<file path="src/rtl/axi_burst_addr_gen.sv">
// AXI burst address generator: takes one FIXED/INCR/WRAP burst command and
// walks its beat addresses out over a valid/ready beat interface.
module axi_burst_addr_gen #(
    parameter int ADDR_W   = 32,
    parameter int LEN_W    = 8,
    parameter int MAX_SIZE = 2
) (
    input  logic              clk,
    input  logic              rst,
    input  logic              cmd_valid,
    output logic              cmd_ready,
    input  logic [ADDR_W-1:0] cmd_addr,
    input  logic [LEN_W-1:0]  cmd_len,
    input  logic [2:0]        cmd_size,
    input  logic [1:0]        cmd_burst,
    output logic              beat_valid,
    input  logic              beat_ready,
    output logic [ADDR_W-1:0] beat_addr,
    output logic              beat_last,
    output logic [LEN_W-1:0]  beat_idx,
    output logic              busy,
    output logic              cmd_err
);

    localparam logic [0:0] S_IDLE   = 1'b0;
    localparam logic [0:0] S_ACTIVE = 1'b1;

    // Wide enough for a 12-bit page offset plus (len+1) << 7 without overflow.
    localparam int CHK_W = (LEN_W + 9 > 14) ? LEN_W + 9 : 14;

    localparam logic [1:0] BURST_FIXED = 2'b00;
    localparam logic [1:0] BURST_INCR  = 2'b01;
    localparam logic [1:0] BURST_WRAP  = 2'b10;

    logic [0:0]        r_state;
    logic [ADDR_W-1:0] r_addr;
    logic [LEN_W-1:0]  r_idx;
    logic [LEN_W-1:0]  r_len;
    logic [ADDR_W-1:0] r_bytes;
    logic [1:0]        r_burst;
    logic [ADDR_W-1:0] r_wrap_lo;
    logic [ADDR_W-1:0] r_wrap_hi;
    logic              r_err;

    logic [ADDR_W-1:0] w_cmd_bytes;
    logic [ADDR_W-1:0] w_cmd_mask;
    logic [11:0]       w_cmd_page_off;
    logic [CHK_W-1:0]  w_beats;
    logic [CHK_W-1:0]  w_span;
    logic [CHK_W-1:0]  w_4k_end;
    logic              w_cross_4k;
    logic              w_wrap_len_ok;
    logic              w_unaligned;
    logic [ADDR_W-1:0] w_wrap_total;
    logic [ADDR_W-1:0] w_wrap_lo;
    logic              w_cmd_legal;
    logic              w_accept;
    logic              w_beat_fire;
    logic              w_last;
    logic [ADDR_W-1:0] w_incr_next;
    logic [ADDR_W-1:0] w_wrap_step;
    logic [ADDR_W-1:0] w_next_addr;

    // Command decode and legality checks
    assign w_cmd_bytes    = ADDR_W'(1) << cmd_size;
    assign w_cmd_mask     = w_cmd_bytes - ADDR_W'(1);
    assign w_cmd_page_off = cmd_addr[11:0] & ~w_cmd_mask[11:0];
    assign w_beats        = CHK_W'(cmd_len) + CHK_W'(1);
    assign w_span         = w_beats << cmd_size;
    assign w_4k_end       = CHK_W'(w_cmd_page_off) + w_span;
    assign w_cross_4k     = (w_4k_end > CHK_W'(4096));
    assign w_unaligned    = |(cmd_addr & w_cmd_mask);
    assign w_wrap_len_ok  = (cmd_len == LEN_W'(1)) || (cmd_len == LEN_W'(3)) ||
                            (cmd_len == LEN_W'(7)) || (cmd_len == LEN_W'(15));
    assign w_wrap_total   = ADDR_W'(w_span);
    assign w_wrap_lo      = cmd_addr & ~(w_wrap_total - ADDR_W'(1));

    always_comb begin
        w_cmd_legal = 1'b1;
        if (cmd_size > 3'(MAX_SIZE)) begin
            w_cmd_legal = 1'b0;
        end
        case (cmd_burst)
            BURST_FIXED: ;
            BURST_INCR:  if (w_cross_4k) w_cmd_legal = 1'b0;
            BURST_WRAP:  if (!w_wrap_len_ok || w_unaligned) w_cmd_legal = 1'b0;
            default:     w_cmd_legal = 1'b0;
        endcase
    end

    assign cmd_ready   = (r_state == S_IDLE);
    assign busy        = (r_state == S_ACTIVE);
    assign beat_valid  = (r_state == S_ACTIVE);
    assign beat_addr   = r_addr;
    assign beat_idx    = r_idx;
    assign cmd_err     = r_err;
    assign w_last      = (r_state == S_ACTIVE) && (r_idx == r_len);
    assign beat_last   = w_last;
    assign w_accept    = cmd_valid && cmd_ready;
    assign w_beat_fire = beat_valid && beat_ready;

    // INCR realigns after the first (possibly unaligned) beat.
    assign w_incr_next = (r_addr & ~(r_bytes - ADDR_W'(1))) + r_bytes;
    assign w_wrap_step = r_addr + r_bytes;

    always_comb begin
        w_next_addr = r_addr;
        case (r_burst)
            BURST_FIXED: w_next_addr = r_addr;
            BURST_INCR:  w_next_addr = w_incr_next;
            default:     w_next_addr = (w_wrap_step == r_wrap_hi) ? r_wrap_lo : w_wrap_step;
        endcase
    end

    always_ff @(posedge clk) begin
        if (rst) begin
            r_state   <= S_IDLE;
            r_addr    <= '0;
            r_idx     <= '0;
            r_len     <= '0;
            r_bytes   <= '0;
            r_burst   <= '0;
            r_wrap_lo <= '0;
            r_wrap_hi <= '0;
            r_err     <= 1'b0;
        end else begin
            r_err <= w_accept && !w_cmd_legal;
            case (r_state)
                S_IDLE: begin
                    if (w_accept && w_cmd_legal) begin
                        r_state   <= S_ACTIVE;
                        r_addr    <= cmd_addr;
                        r_idx     <= '0;
                        r_len     <= cmd_len;
                        r_bytes   <= w_cmd_bytes;
                        r_burst   <= cmd_burst;
                        r_wrap_lo <= w_wrap_lo;
                        r_wrap_hi <= w_wrap_lo + w_wrap_total;
                    end
                end
                default: begin
                    if (w_beat_fire) begin
                        if (w_last) begin
                            r_state <= S_IDLE;
                        end else begin
                            r_addr <= w_next_addr;
                            r_idx  <= r_idx + LEN_W'(1);
                        end
                    end
                end
            endcase
        end
    end

endmodule
</file>
<file path="config.mk">
export PLATFORM = sky130hd
export DESIGN_NAME = axi_burst_addr_gen
export DESIGN_NICKNAME = d
export VERILOG_FILES = /design/src/rtl/axi_burst_addr_gen.sv
export SDC_FILE = /design/constraint.sdc
export NUM_CORES = 1
export LEC_CHECK = 0
export CAP_MARGIN = 20
export CORE_ASPECT_RATIO = 1.25
export CORE_MARGIN = 4
export CORE_UTILIZATION = 60
export DETAILED_ROUTE_END_ITERATION = 8
export PLACE_DENSITY = 0.85
export SETUP_SLACK_MARGIN = 0.3
export SLEW_MARGIN = 30
export SYNTH_ARGS = -nofsm -noshare
export SYNTH_HDL_FRONTEND = slang
export SYNTH_SLANG_ARGS = --single-unit
</file>
<file path="constraint.sdc">
create_clock -name clk -period 8.2 [get_ports clk]
set_clock_uncertainty 0.1 [all_clocks]
set_input_delay 2.05 -clock clk [delete_from_list [all_inputs] [get_ports clk]]
set_output_delay 2.05 -clock clk [all_outputs]
set_load 0.005 [all_outputs]
</file>
==> flow_summary.yaml <==
run:
  drv_cap: 0
layout:
  multi_input_area_um2: 8570
  final_nets: 1713
  area_growth_pct: 12.6
  final_cells: 1909
  diodes: 0
  seq_area_um2: 2480
  layout-drive-gt1-share_pct: 7.91
  final_area_um2: 13300
  layout_commonest_cell: "nand2_1"
  layout_common_cells: "nand2_1, nor2_1, a21oi_1, dfxtp_1, clkdlybuf4s50_1"
  nFillCells: 1725
sta:
  setup_viol: 0
  rsz0062_at_grt: "no"
  slew_viol_final: 0
  timing.hold.ws_ns: 0.352
  period_needed_ns: 7.38
  fin_crit_sh_pct: 90.0
  fmaxAchievable_ghz: 0.135
  tightest_slew_ns: 0.888
  tns_ns: 0
  slew_headroom_pct: 40.3
  hold_viol_final: 0
cts:
  cts_setup_buffers: 0
  post_cts_resized: 0
  cts.sinks: 124
  htree_levels: 4
  cts.reportedPaths.clkPinSlew_ns: 0.06
  cts.path.max_buffers: 2
  cts_hold_buf: 0
  clkLatencyLatePin_ns: 0.43
  cts_tree: "yes"
  cts_buffers: 17
  cts_root_buffer: "clkbuf_16"
pwr:
  vdd_ir_drop_max_uv: 134
  internal-power_uw: 1260
  pwr-share-comb_pct: 26.9
  fin_total_pwr_uw: 1920
  p_switching_uw: 658
  pwr_density_cell_nw_per_um2: 144
  p_leak_uw: 0.00482
  swShare_pct: 34.3
  power_frac_seq_pct: 34.8
  clkPwrFrac_pct: 38.3
logic_synthesis:
  synth_xor_area_share_pct: 11.2
  synthDominantCellAreaShare_pct: 21.0
  yosys_most_used_dff: "dfxtp_1"
  syn_inst: 1611
  yosysWarningCount: 0
  synthAdderAreaFrac_pct: 3.62
  synthSimpleGateAreaFrac_pct: 27.0
  ys_types: 116
  synth_top_family_by_area: "compound AO/OA/AOI/OAI gates"
  synth_area_um2: 11800
  synth_edf_count: 0
  async_reset_ff_share_pct: 0
  synthTopCellsByArea: "dfxtp_1, xnor2_1, a21oi_1"
  synthMuxAreaShare_pct: 2.19
  syn-mean-instance-area_um2: 7.33
  yosysSeqAreaShare_pct: 21.0
  synth_top_area_cell: "dfxtp_1"
  synth-compound-area-share_pct: 28.3
  synth_fp_nets: 1693
  ys_ff_latch: 124
grt:
  grt_max_degree: 66
  grt_pass1_vias: 11400
  antenna_found_initial: 0
  grt_pass1_wl_mm: 61.6
  grt_use_total_pct: 34.7
  grt-ovfl-total: 0
hold_path:
  min_path_type: "reg2reg"
  worstHoldStart: "r_wrap_lo[10]"
floorplan:
  start_util_pct: 60.9
  die_w_um: 134
  die_y_um: 165
  io_pins: 94
  num_rows: 57
  core-area_um2: 19400
  die-area_um2: 22000
drt:
  viasPerCell: 6.64
  dr.pass1.iters: 6
  avgRoutedWirePerCell_um: 20.8
  vias: 12700
  ant_nets: 0
  route.detailed.drc: 0
  routed_wl_mm: 39.7
  dr.first_iter.drc_count: 1660
critical_path:
  worst_setup_path_start_kind: "input port"
  regToRegStartpoint: "r_bytes[0]"
  cp.arrival_ns: 7.59
  critPathMaxFanout: 45
  cp.required_ns: 8.41
  worstSetupStartpoint: "cmd_len[1]"
  crit_chain: "clkdlybuf4s50_1, ha_1, xor2_1, o21ai_0, nand2_1, ha_1, a21oi_1, o21ai_1, a2111o_1, a41oi_1, o21ai_0, a21o_1, a2111oi_2, buf_4, or3_1, and2_2, buf_12, nor2_1, a32oi_1, nand3_1"
  slowest_delay_ns: 0.65
  slowest_stage: "clkdlybuf4s50_1"
  crit_type: "in2reg"
  rrSetupSlack_ns: 2.46
  endpoint_kind: "register"
placed_design:
  routabilityCongestion: 1.02
  dp_hpwl_mm: 29.3
  io_buffers: 93
  dp.cells: 1875
  dpl_cell_area_um2: 12700
status:
  status: "complete, no violations"
through the flow:
step           worst slack [ns]  util (%)
2_1_floorplan              1.67         -
3_3_place_gp              0.593      65.6
3_5_place_dp              0.454      65.6
4_1_cts                   0.890      68.5
5_1_grt                   0.378      68.6
6_report                  0.817      68.6
registers in the layout (all words and copies together), names as in the netlist:
signal / flops
beat_valid: 1
beat_addr: 32
r_wrap_lo: 32
cmd_err: 1
r_burst: 2
beat_idx: 8
r_len: 8
r_wrap_hi: 32
r_bytes: 8
layer usage:
layer	GRT usage, %	vias to the layer above	part of all wire, %
li1	-	5925	-
met1	45.7	5906	41
met2	57.1	693	46
met3	5.09	148	8.8
met4	14.9	0	4.4
met5	0	-	0
area by class of cell:
type	instances	area share [%]
inverters	48	1.39
clock inverters	14	1.04
clock buffers	18	3.23
repair buffers	122	8.71
well taps	265	2.49
flip-flops and latches	124	18.7
multi-input cells	1318	64.5
worst paths after layout:
| kind | end | depth (start not counted) |
|---|---|---|
| hold / removal | r_wrap_lo[10] | 2 |
| setup / recovery | r_wrap_hi[28] | 20 |
| hold reg to reg | r_wrap_lo[10] | 2 |
| setup reg to reg | beat_addr[15] | 17 |
power by group through the flow:
stage | Combinational [uW] | Sequential (uW) | Clock (uW)
3_5_place_dp | 503 | 679 | 0
3_3_place_gp | 497 | 678 | 0
2_1_floorplan | 370 | 658 | 0
5_1_grt | 557 | 670 | 766
4_1_cts | 506 | 665 | 738
6_report | 517 | 668 | 736
Yosys cell counts, drive strengths merged (18+ instances only):
| cell | number |
|---|---|
| nand2 | 178 |
| nor2 | 164 |
| a21oi | 147 |
| dfxtp | 124 |
| o21ai | 86 |
| xnor2 | 84 |
| clkbuf | 75 |
| nand3 | 64 |
| nor3 | 49 |
| a211oi | 48 |
| inv | 47 |
| buf | 46 |
| xor2 | 41 |
| and3 | 35 |
| ha | 31 |
| and2 | 28 |
| nand4 | 27 |
| o211ai | 22 |
| mux2i | 21 |
| nor4 | 19 |
| nand2b | 18 |
| o221ai | 18 |
critical path, delay by kind of cell:
kind,cells,cell delay [ns]
fa+ha+maj,2,0.82
compound gates,9,2.62
simple gates,5,0.84
buf+inv,3,1.09
xor+xnor,1,0.16
cells by family after synthesis:
family,count (synthesis)
simple gates,642
compound gates,483
buf+inv,169
xor+xnor,135
flops,124
fa+ha+maj,33
mux,25
Note: power is estimated with default switching activity, not from simulation.
